==> src/rtl/adc_read_ad7476_pkg.sv <==
// Shared types and frame geometry for the AD7476-family serial ADC reader.
package adc_read_ad7476_pkg;

    typedef enum logic [1:0] {
        IDLE     = 2'd0,
        CS_SETUP = 2'd1,
        SHIFT    = 2'd2,
        QUIET    = 2'd3
    } state_t;

    localparam int FRAME_BITS = 16;
    localparam int DATA_BITS  = 12;
    localparam int LEAD_BITS  = 4;

endpackage

==> src/rtl/adc_read_ad7476_sclk_tick_gen.sv <==
// sclk half-period divider: tick is high on the last count of each CLK_DIV-cycle period.
// Combinational tick, one cycle wide; clear wins over enable, no backpressure.
module adc_read_ad7476_sclk_tick_gen #(
    parameter int CLK_DIV = 4
) (
    input  logic clk,
    input  logic rst_n,
    input  logic en,
    input  logic clr,
    output logic tick
);

    localparam int DW = (CLK_DIV > 1) ? $clog2(CLK_DIV) : 1;
    localparam logic [DW-1:0] LAST = DW'(CLK_DIV - 1);

    logic [DW-1:0] div_cnt;

    assign tick = (div_cnt == LAST);

    always_ff @(posedge clk or negedge rst_n) begin
        if (!rst_n) begin
            div_cnt <= '0;
        end else if (clr) begin
            div_cnt <= '0;
        end else if (en) begin
            div_cnt <= tick ? '0 : div_cnt + 1'b1;
        end
    end

endmodule

==> src/rtl/adc_read_ad7476.sv <==
// Reads one 16-bit AD7476 frame per start pulse; result + valid strobe 33*CLK_DIV cycles after start.
// start is accepted only in IDLE and never queued; cs held high QUIET_CYC cycles between frames.
module adc_read_ad7476
    import adc_read_ad7476_pkg::*;
#(
    parameter int CLK_DIV   = 4,
    parameter int QUIET_CYC = 8
) (
    input  logic        clk,
    input  logic        rst_n,
    input  logic        start,
    input  logic        sdout,
    output logic        cs,
    output logic        sclk,
    output logic        busy,
    output logic        valid,
    output logic [11:0] data,
    output logic        lead_err
);

    localparam int QW = $clog2(QUIET_CYC + 1);
    localparam logic [QW-1:0] Q_LAST = QW'(QUIET_CYC - 1);

    state_t                  state, state_nxt;
    logic                    cs_r, cs_nxt;
    logic                    sclk_r, sclk_nxt;
    logic                    valid_r, valid_nxt;
    logic [DATA_BITS-1:0]    data_r, data_nxt;
    logic                    lead_r, lead_nxt;
    logic [FRAME_BITS-1:0]   sreg, sreg_nxt;
    logic [4:0]              bit_cnt, bit_nxt;
    logic [QW-1:0]           q_cnt, q_nxt;
    logic                    sd_q;
    logic                    tick;
    logic                    div_en;

    assign div_en = (state == CS_SETUP) || (state == SHIFT);

    adc_read_ad7476_sclk_tick_gen #(.CLK_DIV(CLK_DIV)) u_tick (
        .clk   (clk),
        .rst_n (rst_n),
        .en    (div_en),
        .clr   (!div_en),
        .tick  (tick)
    );

    always_ff @(posedge clk or negedge rst_n) begin
        if (!rst_n) begin
            state   <= IDLE;
            cs_r    <= 1'b1;
            sclk_r  <= 1'b1;
            valid_r <= 1'b0;
            data_r  <= '0;
            lead_r  <= 1'b0;
            sreg    <= '0;
            bit_cnt <= '0;
            q_cnt   <= '0;
            sd_q    <= 1'b0;
        end else begin
            state   <= state_nxt;
            cs_r    <= cs_nxt;
            sclk_r  <= sclk_nxt;
            valid_r <= valid_nxt;
            data_r  <= data_nxt;
            lead_r  <= lead_nxt;
            sreg    <= sreg_nxt;
            bit_cnt <= bit_nxt;
            q_cnt   <= q_nxt;
            sd_q    <= sdout;
        end
    end

    always_comb begin
        state_nxt = state;
        cs_nxt    = cs_r;
        sclk_nxt  = sclk_r;
        valid_nxt = 1'b0;
        data_nxt  = data_r;
        lead_nxt  = lead_r;
        sreg_nxt  = sreg;
        bit_nxt   = bit_cnt;
        q_nxt     = q_cnt;
        case (state)
            IDLE: begin
                cs_nxt   = 1'b1;
                sclk_nxt = 1'b1;
                if (start) begin
                    cs_nxt    = 1'b0;
                    state_nxt = CS_SETUP;
                end
            end
            CS_SETUP: begin
                if (tick) begin
                    sclk_nxt  = 1'b0;
                    bit_nxt   = '0;
                    state_nxt = SHIFT;
                end
            end
            SHIFT: begin
                // Sample on the rising sclk we drive; the ADC updates on falling edges.
                if (tick) begin
                    if (!sclk_r) begin
                        sclk_nxt = 1'b1;
                        sreg_nxt = {sreg[FRAME_BITS-2:0], sd_q};
                        bit_nxt  = bit_cnt + 5'd1;
                    end else if (bit_cnt < 5'(FRAME_BITS)) begin
                        sclk_nxt = 1'b0;
                    end else begin
                        cs_nxt    = 1'b1;
                        data_nxt  = sreg[DATA_BITS-1:0];
                        lead_nxt  = |sreg[FRAME_BITS-1:DATA_BITS];
                        valid_nxt = 1'b1;
                        q_nxt     = '0;
                        state_nxt = QUIET;
                    end
                end
            end
            QUIET: begin
                cs_nxt   = 1'b1;
                sclk_nxt = 1'b1;
                q_nxt    = q_cnt + 1'b1;
                if (q_cnt == Q_LAST) begin
                    state_nxt = IDLE;
                end
            end
            default: begin
                state_nxt = IDLE;
            end
        endcase
    end

    assign cs       = cs_r;
    assign sclk     = sclk_r;
    assign busy     = (state != IDLE);
    assign valid    = valid_r;
    assign data     = data_r;
    assign lead_err = lead_r;

endmodule
==> config.mk <==
export PLATFORM = sky130hd
export DESIGN_NAME = adc_read_ad7476
export DESIGN_NICKNAME = d
export VERILOG_FILES = /design/src/rtl/adc_read_ad7476_pkg.sv /design/src/rtl/adc_read_ad7476_sclk_tick_gen.sv /design/src/rtl/adc_read_ad7476.sv
export SDC_FILE = /design/constraint.sdc
export NUM_CORES = 1
export LEC_CHECK = 0
export CAP_MARGIN = 20
export CORE_ASPECT_RATIO = 1.1
export CORE_MARGIN = 2
export CORE_UTILIZATION = 50
export DETAILED_ROUTE_END_ITERATION = 6
export GPL_ROUTABILITY_DRIVEN = 0
export PLACE_DENSITY = 0.69
export SLEW_MARGIN = 20
export SYNTH_ARGS = -nofsm -noshare
export SYNTH_HDL_FRONTEND = slang
export SYNTH_SLANG_ARGS = --single-unit
==> constraint.sdc <==
create_clock -name clk -period 2.35 [get_ports clk]
set_input_delay 0.235 -clock clk [delete_from_list [all_inputs] [get_ports clk]]
set_output_delay 0.235 -clock clk [all_outputs]
set_load 0.05 [all_outputs]
* Word level (Yosys, flattened, before mapping)
Cells that the tools add are included.
** Storage, ports and cells
- Flip-flop bits (word level) :: 46
- Bits of input ports :: 4
- Word-level logic and storage cells :: 74
** Operators by class
- $add $sub $neg :: 3
- Magnitude comparators :: 1
- Equal/unequal tests :: 12
- Mux-type cells :: 30
- Bitwise logic cells :: 2
- Reduce and logical (&&, ||, !) cells :: 15
** Operator list (count)
- 2-to-1 mux 2 bit :: 8
- AND reduction 4 bit :: 4
- 2-to-1 mux 5 bit :: 3
- 2-to-1 mux 4 bit :: 3
- 2-to-1 mux 1 bit :: 11
- != test 2 bit, second input constant :: 5
- one-hot mux 5 bit (2 select lines) :: 1
- one-hot mux 2 bit (4 select lines) :: 1
- one-hot mux 4 bit (2 select lines) :: 1
- == test 2 bit, second input constant :: 3
- one-hot mux 1 bit (3 select lines) :: 2
- AND reduction 6 bit :: 1
- nonzero test 2 bit :: 3
- adder 5 x 1 -> 5 bit, second input constant :: 1
- < comparator 5 bit, second input constant :: 1
- adder 4 x 1 -> 4 bit, second input constant :: 1
- == test 4 x 3 -> 1 bit, second input constant :: 1
- != test 2 x 1 -> 1 bit, second input constant :: 2
- OR reduction 4 bit :: 1
- AND reduction 3 bit :: 1
- nonzero test 3 bit :: 1
- adder 2 x 1 -> 2 bit, second input constant :: 1
- == test 2 x 1 -> 1 bit, second input constant :: 1
- logical NOT 2 bit :: 1
- 4 further kinds :: 5

* Depth between registers and ports, before layout
Gate-level depths: netlist of run 1.
- Depth in word-level cells :: 5
- Mapped depth :: 8
- Depth with buffers taken out :: 6

* Modules after synthesis
From an unflattened synthesis of run 1, not the netlist that was laid out.
** Unflattened totals
- Cells, all modules :: 184
- Area total of the unflattened synthesis :: 2069.5 um^2
** Modules (own cells, without submodules)
- adc_read_ad7476 :: instances 1, cells an instance 176, area an instance 1969.4 um^2, sequential area each 1103.6 um^2
- adc_read_ad7476_sclk_tick_gen :: instances 1, cells an instance 8, area an instance 100.1 um^2, sequential area each 50.0 um^2

* Worst setup path before layout of run 1
Ideal clock, no wire load.
- Kind :: reg2reg
- Start :: reg sclk_r (netlist: sclk)
- End :: reg state[1]
- Library setup time :: 125 ps
- Data arrival time :: 1649 ps
- Required time :: 2225 ps
- Setup slack :: 576 ps
- Stages on the path, launching flop included :: 6
- Path buffers :: 1
- Period minus slack after synthesis :: 1774 ps
- Cell sequence :: dfstp_2 > buf_4 > nand2_2 > a22o_1 > a211o_1 > mux2_4
** Between the ends
- Longest elaborated chain between the ends :: 2
** Ends and longest elaborated chain
- from (decl) :: line adc_read_ad7476.sv:26 : logic sclk_r, sclk_nxt;
- from (signal assigned) :: line adc_read_ad7476.sv:62 : sclk_r <= sclk_nxt;
- != test 2 bit (no line)
- AND reduction 6 bit (no line)
- to (signal assigned) :: line adc_read_ad7476.sv:60 : state <= state_nxt;
- to (decl) :: line adc_read_ad7476.sv:24 : state_t state, state_nxt;
Every way passes these cells.
A chain may end at the register's enable or synchronous reset.

* Worst setup path after layout of run 1
- Start :: reg state[0]
- End :: out busy
** Between the ends
- Longest elaborated chain between the ends :: 1
** Ends and longest elaborated chain
- nonzero test 2 bit :: line adc_read_ad7476.sv:134 : assign busy = (state != IDLE);
- to (decl) :: line adc_read_ad7476.sv:15 : output logic busy,
Every way passes these cells.

==> flow_summary_export.csv, run 1 <==
group,metric,value,unit
run_status,outcome,"finished, final reports clean",
timing,rsz0062_at_grt,"no",
timing,fin_crit,2120,ps
clock_tree,clockBufferDepth,2,
synth,synth_fp_nets,171,
worst_hold_path,holdCritPathClass,"in -> async",
route,ant_nets,0,
synth,async_flop_share,1.00,
synth,yosys.area.top_type_share,0.536,
setup_path,path_cells,"inv_1 -> ha_1 -> inv_1 -> clkdlybuf4s50_1",
clock_tree,clk_latency,290,ps
clock_tree,numCtsBuffers,5,
timing,timing.hold.ws,8.76,ps
synth,synth_top_area_cell,"dfrtp_1",
finish,antenna_cells,0,
clock_tree,cts-hold-fix-buffers,0,
timing,setup_violations,0,
global_route,grt_pass1_wl,6.33,mm
clock_tree,post_cts_buffers,0,
timing,worst_pin_slew,566,ps
clock_tree,cts_sinks,46,
setup_path,cp-start-kind,"register",
clock_tree,cts_root_buffer,"clkbuf_8",
timing,tns,0,ps
synth,netlist_top_cells_area,"dfrtp_1 (54%), mux2_2 (9.9%), mux2_1 (6.0%)",
clock_tree,cts_tree,"built",
global_route,grt_max_degree,47,
synth,synth_most_common_cell,"dfrtp_1",
synth,syn_area,2050,um^2
placement,io_buffer_count,20,
setup_path,cpPeakStageDelay,790,ps
finish,multi_input_area,830,um^2
synth,syn_area_per_cell,13.0,um^2
floorplan,initial_core_util,0.518,
finish,area.sequential,1150,um^2
setup_path,cp.required,2120,ps
global_route,antenna_found_initial,0,
synth,ys_ff_latch,46,
synth,synth_edf_count,0,
pwr,vdd_ir_drop_max,0.496,mV
synth,syn_inst,158,
synth,ys.flop_type,"dfrtp_1",
global_route,grt_overflow,0,
setup_path,cp_max_fo,4,
setup_path,crit_top_cell,"inv_1",
global_route,track_usage,0.178,
setup_path,critical_path_class,"reg -> out",
floorplan,die_w,65.1,um
finish,area_delta_synth_final,17.7,%
setup_path,end_kind,"output pin",
finish,num-nets-final,198,
timing,layout_setup_ws,226,ps
job,max_cap_violations,0,
pwr,cellLeakagePower,1.14,nW
timing,period_share,0.904,
timing,fmax,471,MHz
placement,place_ws,438,ps
finish,drive_above_1_share,0.226,
timing,hold_violations,0,
timing,final_max_slew_viol_count,0,
synth,yosysSeqAreaShare,0.562,
timing,relSlewSlack,0.623,
floorplan,io_pins,21,
pwr,power.density,547,nW/um^2
route,drtIter0Drc,86,
floorplan,fp.dieH,71.2,um
finish,fill_cells,332,
route,vias,1272,
route,vias_per_cell,5.34,
setup_path,crit_slowest_cell,"clkdlybuf4s50_1",
route,drt_pre_antenna_iters,4,
floorplan,die_area,4640,um^2
floorplan,rows,24,
synth,yosys_warnings,0,
global_route,grt_pass1_vias,1348,
placement,placed_area,2320,um^2
clock_tree,clkTransAtPathRegs,80,ps
clock_tree,cts.htree.levels,2,
route,drc,0,
placement,dp_hpwl,2.53,mm
finish,final_cell_area,2420,um^2
setup_path,cp.arrival,1890,ps
route,routed_wl,3.54,mm
synth,synth_common_cells,"dfrtp_1 (44), mux2_2 (18), mux2_1 (11)",
clock_tree,post_cts_resized,0,
timing,fin_skew,5.15,ps
route,post_drt_wl_per_cell,14.9,um
floorplan,core-area,3960,um^2
synth,synth_cell_types,39,
-- metrics by stage --
step / std cells / util / total power (W)
final: 238 / 0.610 / 0.00132
after global routing: 238 / 0.610 / 0.00139
after CTS: 238 / 0.610 / 0.00136
after detailed placement: 230 / 0.586 / 0.000851
after global placement: 230 / 0.586 / 0.000850
after floorplan: 158 / - / 0.000826
-- metal layers --
| metal | GRT usage | wire length (um) | share of wire |
|---|---|---|---|
| met5 | 0 | 0 | 0 |
| met3 | 0.0455 | 121 | 0.034 |
| met2 | 0.307 | 1800 | 0.51 |
| met1 | 0.216 | 1550 | 0.44 |
| met4 | 0.0694 | 67 | 0.019 |
-- cell type report --
type | count | share of cell area
inverters | 9 | 0.0140
clock inverters | 2 | 0.00518
well taps | 52 | 0.0269
clock buffers | 6 | 0.0342
repair buffers | 26 | 0.0994
multi-input cells | 97 | 0.343
flip-flops and latches | 46 | 0.477
-- cell usage in the layout (no fill, tap or decap), types with 2 or more instances in the layout --
master / count
dfrtp_1: 44
clkdlybuf4s50_1: 19
mux2_2: 18
mux2_1: 11
ha_1: 9
inv_1: 7
nand2_1: 7
nor2_1: 7
clkbuf_8: 6
buf_4: 6
a21oi_1: 5
a211oi_1: 5
nand3_1: 4
xnor2_1: 3
o21ai_1: 3
o21ai_0: 3
inv_2: 2
a22o_1: 2
nor4_1: 2
dfstp_2: 2
-- sequential cells by signal (all words and copies together), names as in the netlist, 2 cells and up --
name            count
state               2
data               12
sreg               16
u_tick.div_cnt      2
bit_cnt             5
q_cnt               4
-- cells by family (layout without fill, tap and decap cells) --
group,count (synthesis),count (layout),share of synthesized area
mux,31,31,0.171
compound gates,26,26,0.0889
xor+xnor,3,3,0.0128
flops,46,46,0.562
buf+inv,15,43,0.0347
simple gates,28,28,0.0761
fa+ha+maj,9,9,0.0548
-- where the power goes --
part	internal, W	leakage [nW]	switching (W)
registers	0.000798	0.600	0.00000380
clock network	0.000236	0.0472	0.000253
logic	0.0000103	0.489	0.0000206
total	0.00105	1.14	0.000277
-- final timing paths --
path                                    from  slack [ps]  cells past startpoint                end
max                                 state[0]         230                      4               busy
min                                    rst_n           9                      2         bit_cnt[3]
max reg2reg                         state[0]         420                      6           state[1]
min reg2reg                u_tick.div_cnt[0]         480                      1  u_tick.div_cnt[0]
max in group asynchronous              rst_n        1950                      2                 cs
min in group clk                       sdout         380                      1               sd_q
-- critical path: cells and delay by family (launching register included) --
| family | cells | cell delay (ps) |
|---|---|---|
| buffers and inverters | 3 | 950 |
| adder cells (fa/ha/maj) | 1 | 230 |
| flip-flops | 1 | 420 |
(Power assumes the default switching activity.)
==> inputs of run 2 (changes only) <==
CTS_CLUSTER_SIZE = 14   (was default)
SLEW_MARGIN = 30   (was 20)
==> results of run 2 <==
Final layout, timing and power as in run 1 (identical DEF).
